File: src/rtl/lsm_address_sequencer.sv
// Address sequencer for load/store-multiple transfers.
// Walks a captured register list and emits register number and address per step.
module lsm_address_sequencer #(
  parameter int WORD_BYTES = 4
) (
  input  logic        CLK,
  input  logic        RESET,
  input  logic        START,
  input  logic        STEP,
  input  logic [31:0] IR,
  input  logic [31:0] RN_VALUE,
  output logic        BUSY,
  output logic        VALID,
  output logic [3:0]  REG_NUM,
  output logic [31:0] MEM_ADDR,
  output logic        LAST,
  output logic [4:0]  REG_COUNT,
  output logic [31:0] WB_VALUE,
  output logic        DONE
);

  typedef enum logic [1:0] {
    IDLE   = 2'd0,
    LOAD   = 2'd1,
    ACTIVE = 2'd2,
    FINISH = 2'd3
  } state_t;

  localparam logic [31:0] W = 32'(WORD_BYTES);

  state_t      state_q, state_d;
  logic [15:0] list_q, list_d;
  logic [31:0] addr_q, addr_d;
  logic        p_q, p_d;
  logic        u_q, u_d;
  logic [31:0] base_q, base_d;
  logic [4:0]  count_q, count_d;
  logic [31:0] wb_q, wb_d;

  logic [4:0]  pop;
  logic [3:0]  low_idx;
  logic [31:0] span;
  logic        one_left;

  // Popcount and lowest set bit of the remaining list.
  always_comb begin
    pop     = 5'd0;
    low_idx = 4'd0;
    for (int i = 0; i < 16; i++) begin
      pop = pop + 5'(list_q[i]);
    end
    for (int i = 15; i >= 0; i--) begin
      if (list_q[i]) low_idx = 4'(i);
    end
    span     = W * {27'd0, pop};
    one_left = (list_q != 16'd0) &&
               ((list_q & (list_q - 16'd1)) == 16'd0);
  end

  // State and datapath registers.
  always_ff @(posedge CLK or posedge RESET) begin
    if (RESET) begin
      state_q <= IDLE;
      list_q  <= '0;
      addr_q  <= '0;
      p_q     <= 1'b0;
      u_q     <= 1'b0;
      base_q  <= '0;
      count_q <= '0;
      wb_q    <= '0;
    end else begin
      state_q <= state_d;
      list_q  <= list_d;
      addr_q  <= addr_d;
      p_q     <= p_d;
      u_q     <= u_d;
      base_q  <= base_d;
      count_q <= count_d;
      wb_q    <= wb_d;
    end
  end

  // Next-state logic: capture, address setup, then walk the list.
  always_comb begin
    state_d = state_q;
    list_d  = list_q;
    addr_d  = addr_q;
    p_d     = p_q;
    u_d     = u_q;
    base_d  = base_q;
    count_d = count_q;
    wb_d    = wb_q;
    case (state_q)
      IDLE: begin
        if (START) begin
          list_d  = IR[15:0];
          p_d     = IR[24];
          u_d     = IR[23];
          base_d  = RN_VALUE;
          state_d = LOAD;
        end
      end
      LOAD: begin
        count_d = pop;
        if (u_q) begin
          wb_d   = base_q + span;
          addr_d = base_q + (p_q ? W : 32'd0);
        end else begin
          wb_d   = base_q - span;
          addr_d = base_q - span + (p_q ? 32'd0 : W);
        end
        if (pop == 5'd0) begin
          wb_d    = base_q;
          addr_d  = addr_q;
          state_d = FINISH;
        end else begin
          state_d = ACTIVE;
        end
      end
      ACTIVE: begin
        if (STEP) begin
          list_d = list_q & ~(16'd1 << low_idx);
          if (one_left) state_d = FINISH;
          else          addr_d  = addr_q + W;
        end
      end
      FINISH: state_d = IDLE;
      default: state_d = IDLE;
    endcase
  end

  assign BUSY      = (state_q == LOAD) || (state_q == ACTIVE);
  assign VALID     = (state_q == ACTIVE);
  assign REG_NUM   = VALID ? low_idx : 4'd0;
  assign MEM_ADDR  = addr_q;
  assign LAST      = VALID && one_left;
  assign REG_COUNT = count_q;
  assign WB_VALUE  = wb_q;
  assign DONE      = (state_q == FINISH);

endmodule

File: config.mk
export PLATFORM = sky130hd
export DESIGN_NAME = lsm_address_sequencer
export DESIGN_NICKNAME = d
export VERILOG_FILES = /design/src/rtl/lsm_address_sequencer.sv
export SDC_FILE = /design/constraint.sdc
export NUM_CORES = 1
export LEC_CHECK = 0
export ABC_AREA = 1
export CAP_MARGIN = 10
export CORE_ASPECT_RATIO = 0.7
export CORE_MARGIN = 8
export CORE_UTILIZATION = 60
export CTS_CLUSTER_DIAMETER = 30
export DETAILED_ROUTE_END_ITERATION = 7
export GPL_TIMING_DRIVEN = 0
export PLACE_DENSITY_LB_ADDON = 0.2
export SETUP_SLACK_MARGIN = 0.15
export SLEW_MARGIN = 20
export SYNTH_ARGS = -nofsm -noshare
export SYNTH_HDL_FRONTEND = slang
export SYNTH_SLANG_ARGS = --single-unit
export TNS_END_PERCENT = 100
File: constraint.sdc
create_clock -name CLK -period 8.1 [get_ports CLK]
set_input_delay 1.215 -clock CLK [delete_from_list [all_inputs] [get_ports CLK]]
set_output_delay 1.215 -clock CLK [all_outputs]
set_load 0.02 [all_outputs]
==> results.md <==
- Standard cell core area: 17900 um2
- Worst Setup Start Kind: flop
- Full die area: roughly 23000 um2
- Gp weighted congestion: ~1.1
- Data required time at the worst endpoint: ~8.5 ns
- Total of hold buffers inserted after clock tree synthesis: 0
- Filler Cell Count: around 1500
- Classification of the worst-slack hold path: flop to flop
- Total Negative Setup Slacks: 0 ns
- Setup repair after global routing missed its margin: false
- Leading register cell type out of synthesis: sky130_fd_sc_hd__dfrtp_1
- Least-Margin Pin Slew: roughly 1.1 ns
- Number of CTS-inserted buffers: 17
- Mean Syn Cell Area: 6.53 um2
- Clock-pin transition on the worst setup and hold timing paths: about 0.06 ns
- Type of element capturing the critical path: flop
- Max_cap viols: 0
- Maximum number of pins on one net before global-route repair: between 60 and 70
- Worst-case headroom to the max-slew limit: approximately a quarter
- Synth warnings: 0
- Level count of the clock H-tree: 4
- Initial antenna violation count: 4
- Number of distinct library cells after synthesis: 55
- Total nets after synthesis: 1776
- Number of slew-limit violations in the final report: 0
- Outcome: complete, but fails checks
- Average wire per cell in the routed design: 22.5 um
- Port Buffers: 130
- Post-route fraction of the period consumed by the critical path: ~80%
- Number of synthesized register bits: around 120
- Maximum operating frequency: 155 MHz
- Detailed-route vias per instance: 6.39
- Total track usage: around two fifths
- Iter 0 DRT Violations: 2441
- Clock tree root driver cell: sky130_fd_sc_hd__clkbuf_16
- Hold violation count in the final report: 0
- Syn Inst Count: roughly 1700
- Min cycle time layout: about 6.5 ns
- Horizontal extent of the die: approximately 180 um
- Vias in the first global route: around 12000
- Total wirelength of the detailed-routed design: between 40000 and 50000 um
- Total of cells resized after clock tree synthesis: 0
- # IOs: ~150
- Starting density of the core: slightly above 60%
- Maximum count of clock buffers along a single path: 2
- # clock sinks: around 120
- CTS tree: built
- Height of the chip: 129 um
- Netlist area before placement: approximately 11000 um2
- Count of nets left with antenna violations after detail routing: 0
- Clock network latency to the later pin of the worst-skew pair: 0.43 ns
- Router iterations before antenna repair: 8
- Final setup vio count: 0
- Portion of the post-synthesis area used by sequential elements: 27.8%
- Total number of vias: 13200
- Count of nets after finishing: between 1500 and 2000
- Fraction of layout instances using a drive strength above 1: around 8%
- EDFF count, synth: 0
- Placed wire-length estimate after detailed placement: 36100 um
- Remaining design rule violation count: 16
- Failing checks: DRC
- Biggest fanout along the worst timing path: 7
- GRT Residual Overflow: 0
- Number of standard-cell rows in the floorplan: roughly 40
- First-pass GRT wire length: 69900 um
- Syn-to-layout area delta: 20.0%
- Setup Fix Bufs, Post-CTS: 0
- Critical path data arrival time: 6.81 ns
- Share of async-settable or async-resettable flops after synthesis: 100%
- Maximum clock skew at final layout: slightly below 0.01 ns
- Category of the critical setup timing path: flop to flop
stage by stage:
stage	utilization (%)	area, um2	std cells	setup slack [ns]	hold slack (ns)
after CTS	73.0	13100	2067	1.94	0.487
after global routing	73.0	13100	2068	1.50	0.501
after floorplan	-	10900	1668	2.86	0.457
after detailed placement	70.0	12500	2035	2.04	0.473
final	73.0	13100	2068	1.64	0.488
after global placement	69.8	12500	2034	1.97	0.454
critical path, cell delays in order, from the launching register on:
cell and delay, ns:
sky130_fd_sc_hd__dfrtp_1 0.42, sky130_fd_sc_hd__inv_1 0.22, sky130_fd_sc_hd__fa_1 0.50, sky130_fd_sc_hd__fa_1 0.49, sky130_fd_sc_hd__fa_1 0.51, sky130_fd_sc_hd__fa_1 0.50, sky130_fd_sc_hd__inv_1 0.04, sky130_fd_sc_hd__ha_1 0.20
sky130_fd_sc_hd__fa_1 0.42, sky130_fd_sc_hd__xor2_1 0.32, sky130_fd_sc_hd__ha_1 0.38, sky130_fd_sc_hd__a21oi_1 0.25, sky130_fd_sc_hd__nand2_1 0.09, sky130_fd_sc_hd__nand2_1 0.10, sky130_fd_sc_hd__nand2_1 0.07, sky130_fd_sc_hd__a21oi_1 0.54
sky130_fd_sc_hd__nor2_1 0.34, sky130_fd_sc_hd__nand2_1 0.25, sky130_fd_sc_hd__inv_1 0.18, sky130_fd_sc_hd__nand2_1 0.11, sky130_fd_sc_hd__xor2_1 0.15, sky130_fd_sc_hd__o211ai_1 0.10, sky130_fd_sc_hd__a21oi_1 0.19
Yosys cell counts (11+ instances only):
library cell               number  area share, %
sky130_fd_sc_hd__o21ai_0       99            4.5
sky130_fd_sc_hd__clkbuf_1      40            1.4
sky130_fd_sc_hd__inv_1        187            6.4
sky130_fd_sc_hd__ha_1          28            3.2
sky130_fd_sc_hd__o21ai_1       15           0.69
sky130_fd_sc_hd__xor2_1        47            3.8
sky130_fd_sc_hd__a22oi_1       13           0.90
sky130_fd_sc_hd__nor2_2        12           0.69
sky130_fd_sc_hd__fa_1          12            2.2
sky130_fd_sc_hd__a31oi_1       11           0.63
sky130_fd_sc_hd__a21oi_1      106            4.9
sky130_fd_sc_hd__nand2_1      405             14
sky130_fd_sc_hd__nand3_1       96            4.4
sky130_fd_sc_hd__nor2_1       228            7.9
sky130_fd_sc_hd__dfrtp_1      121             28
sky130_fd_sc_hd__nor2_4        13            1.3
sky130_fd_sc_hd__o211ai_1      15            1.0
sky130_fd_sc_hd__nand4_1       46            2.6
sky130_fd_sc_hd__nor3_1        29            1.3
sky130_fd_sc_hd__buf_2         13           0.60
sky130_fd_sc_hd__inv_2         13           0.45
sky130_fd_sc_hd__nand2_2       21            1.2
state kept, by name, summed over array words and instances, names as in the netlist:
name	flops
u_q	1
list_q	16
WB_VALUE	32
state_q	2
REG_COUNT	5
MEM_ADDR	32
base_q	32
p_q	1
routing by layer:
metal / GRT usage, % / vias up / routed length, um
li1: - / 5747 / -
met1: 53.4 / 6036 / 17600
met2: 55.2 / 1225 / 18200
met3: 17.2 / 201 / 8390
met4: 18.7 / 8 / 2160
met5: 1.31 / - / 73
final cells by class:
class	count	area (um2)	area share, %
diodes	1	2.50	0.0191
clock inverters	12	101	0.775
flip-flops and latches	121	3030	23.2
repair buffers	131	1330	10.2
plain buffers	64	298	2.28
clock buffers	20	447	3.42
multi-input cells	1279	6800	52.0
well taps	236	295	2.26
inverters	204	772	5.90
kinds of logic (layout without fill, tap and decap cells):
group | after synthesis | count (layout) | synth area share [%]
buf+inv | 268 | 431 | 9.77
simple gates | 890 | 890 | 36.9
compound gates | 294 | 294 | 15.5
xor+xnor | 52 | 52 | 4.32
flops | 121 | 121 | 27.8
other cells | 0 | 1 | 0
mux | 3 | 3 | 0.310
fa+ha+maj | 40 | 40 | 5.42
worst paths after layout:
check | from | end | slack [ns] | cells after the start
setup / recovery | list_q[1] | WB_VALUE[19] | 1.64 | 22
hold / removal | WB_VALUE[0] | WB_VALUE[0] | 0.49 | 2
setup reg to reg | list_q[1] | WB_VALUE[19] | 1.64 | 22
hold reg to reg | WB_VALUE[0] | WB_VALUE[0] | 0.49 | 2
max in group asynchronous | RESET | base_q[24] | 6.14 | 3
min in group asynchronous | RESET | list_q[7] | 1.22 | 2
layout by cell type, fill, tap and decap left out, types with 21 or more instances in the layout:
cell type,netlist,final
sky130_fd_sc_hd__nand3_1,96,96
sky130_fd_sc_hd__a21oi_1,106,106
sky130_fd_sc_hd__o21ai_0,99,99
sky130_fd_sc_hd__inv_1,187,186
sky130_fd_sc_hd__clkdlybuf4s50_1,0,130
sky130_fd_sc_hd__ha_1,28,28
sky130_fd_sc_hd__clkbuf_1,40,42
sky130_fd_sc_hd__nand2_2,21,21
sky130_fd_sc_hd__nor2_1,228,228
sky130_fd_sc_hd__nor3_1,29,29
sky130_fd_sc_hd__nand2_1,405,405
sky130_fd_sc_hd__xor2_1,47,47
sky130_fd_sc_hd__dfrtp_1,121,121
sky130_fd_sc_hd__nand4_1,46,46
Power is not shown: default switching activity piles up to over one toggle a cycle in this logic, so the estimate is an artifact.
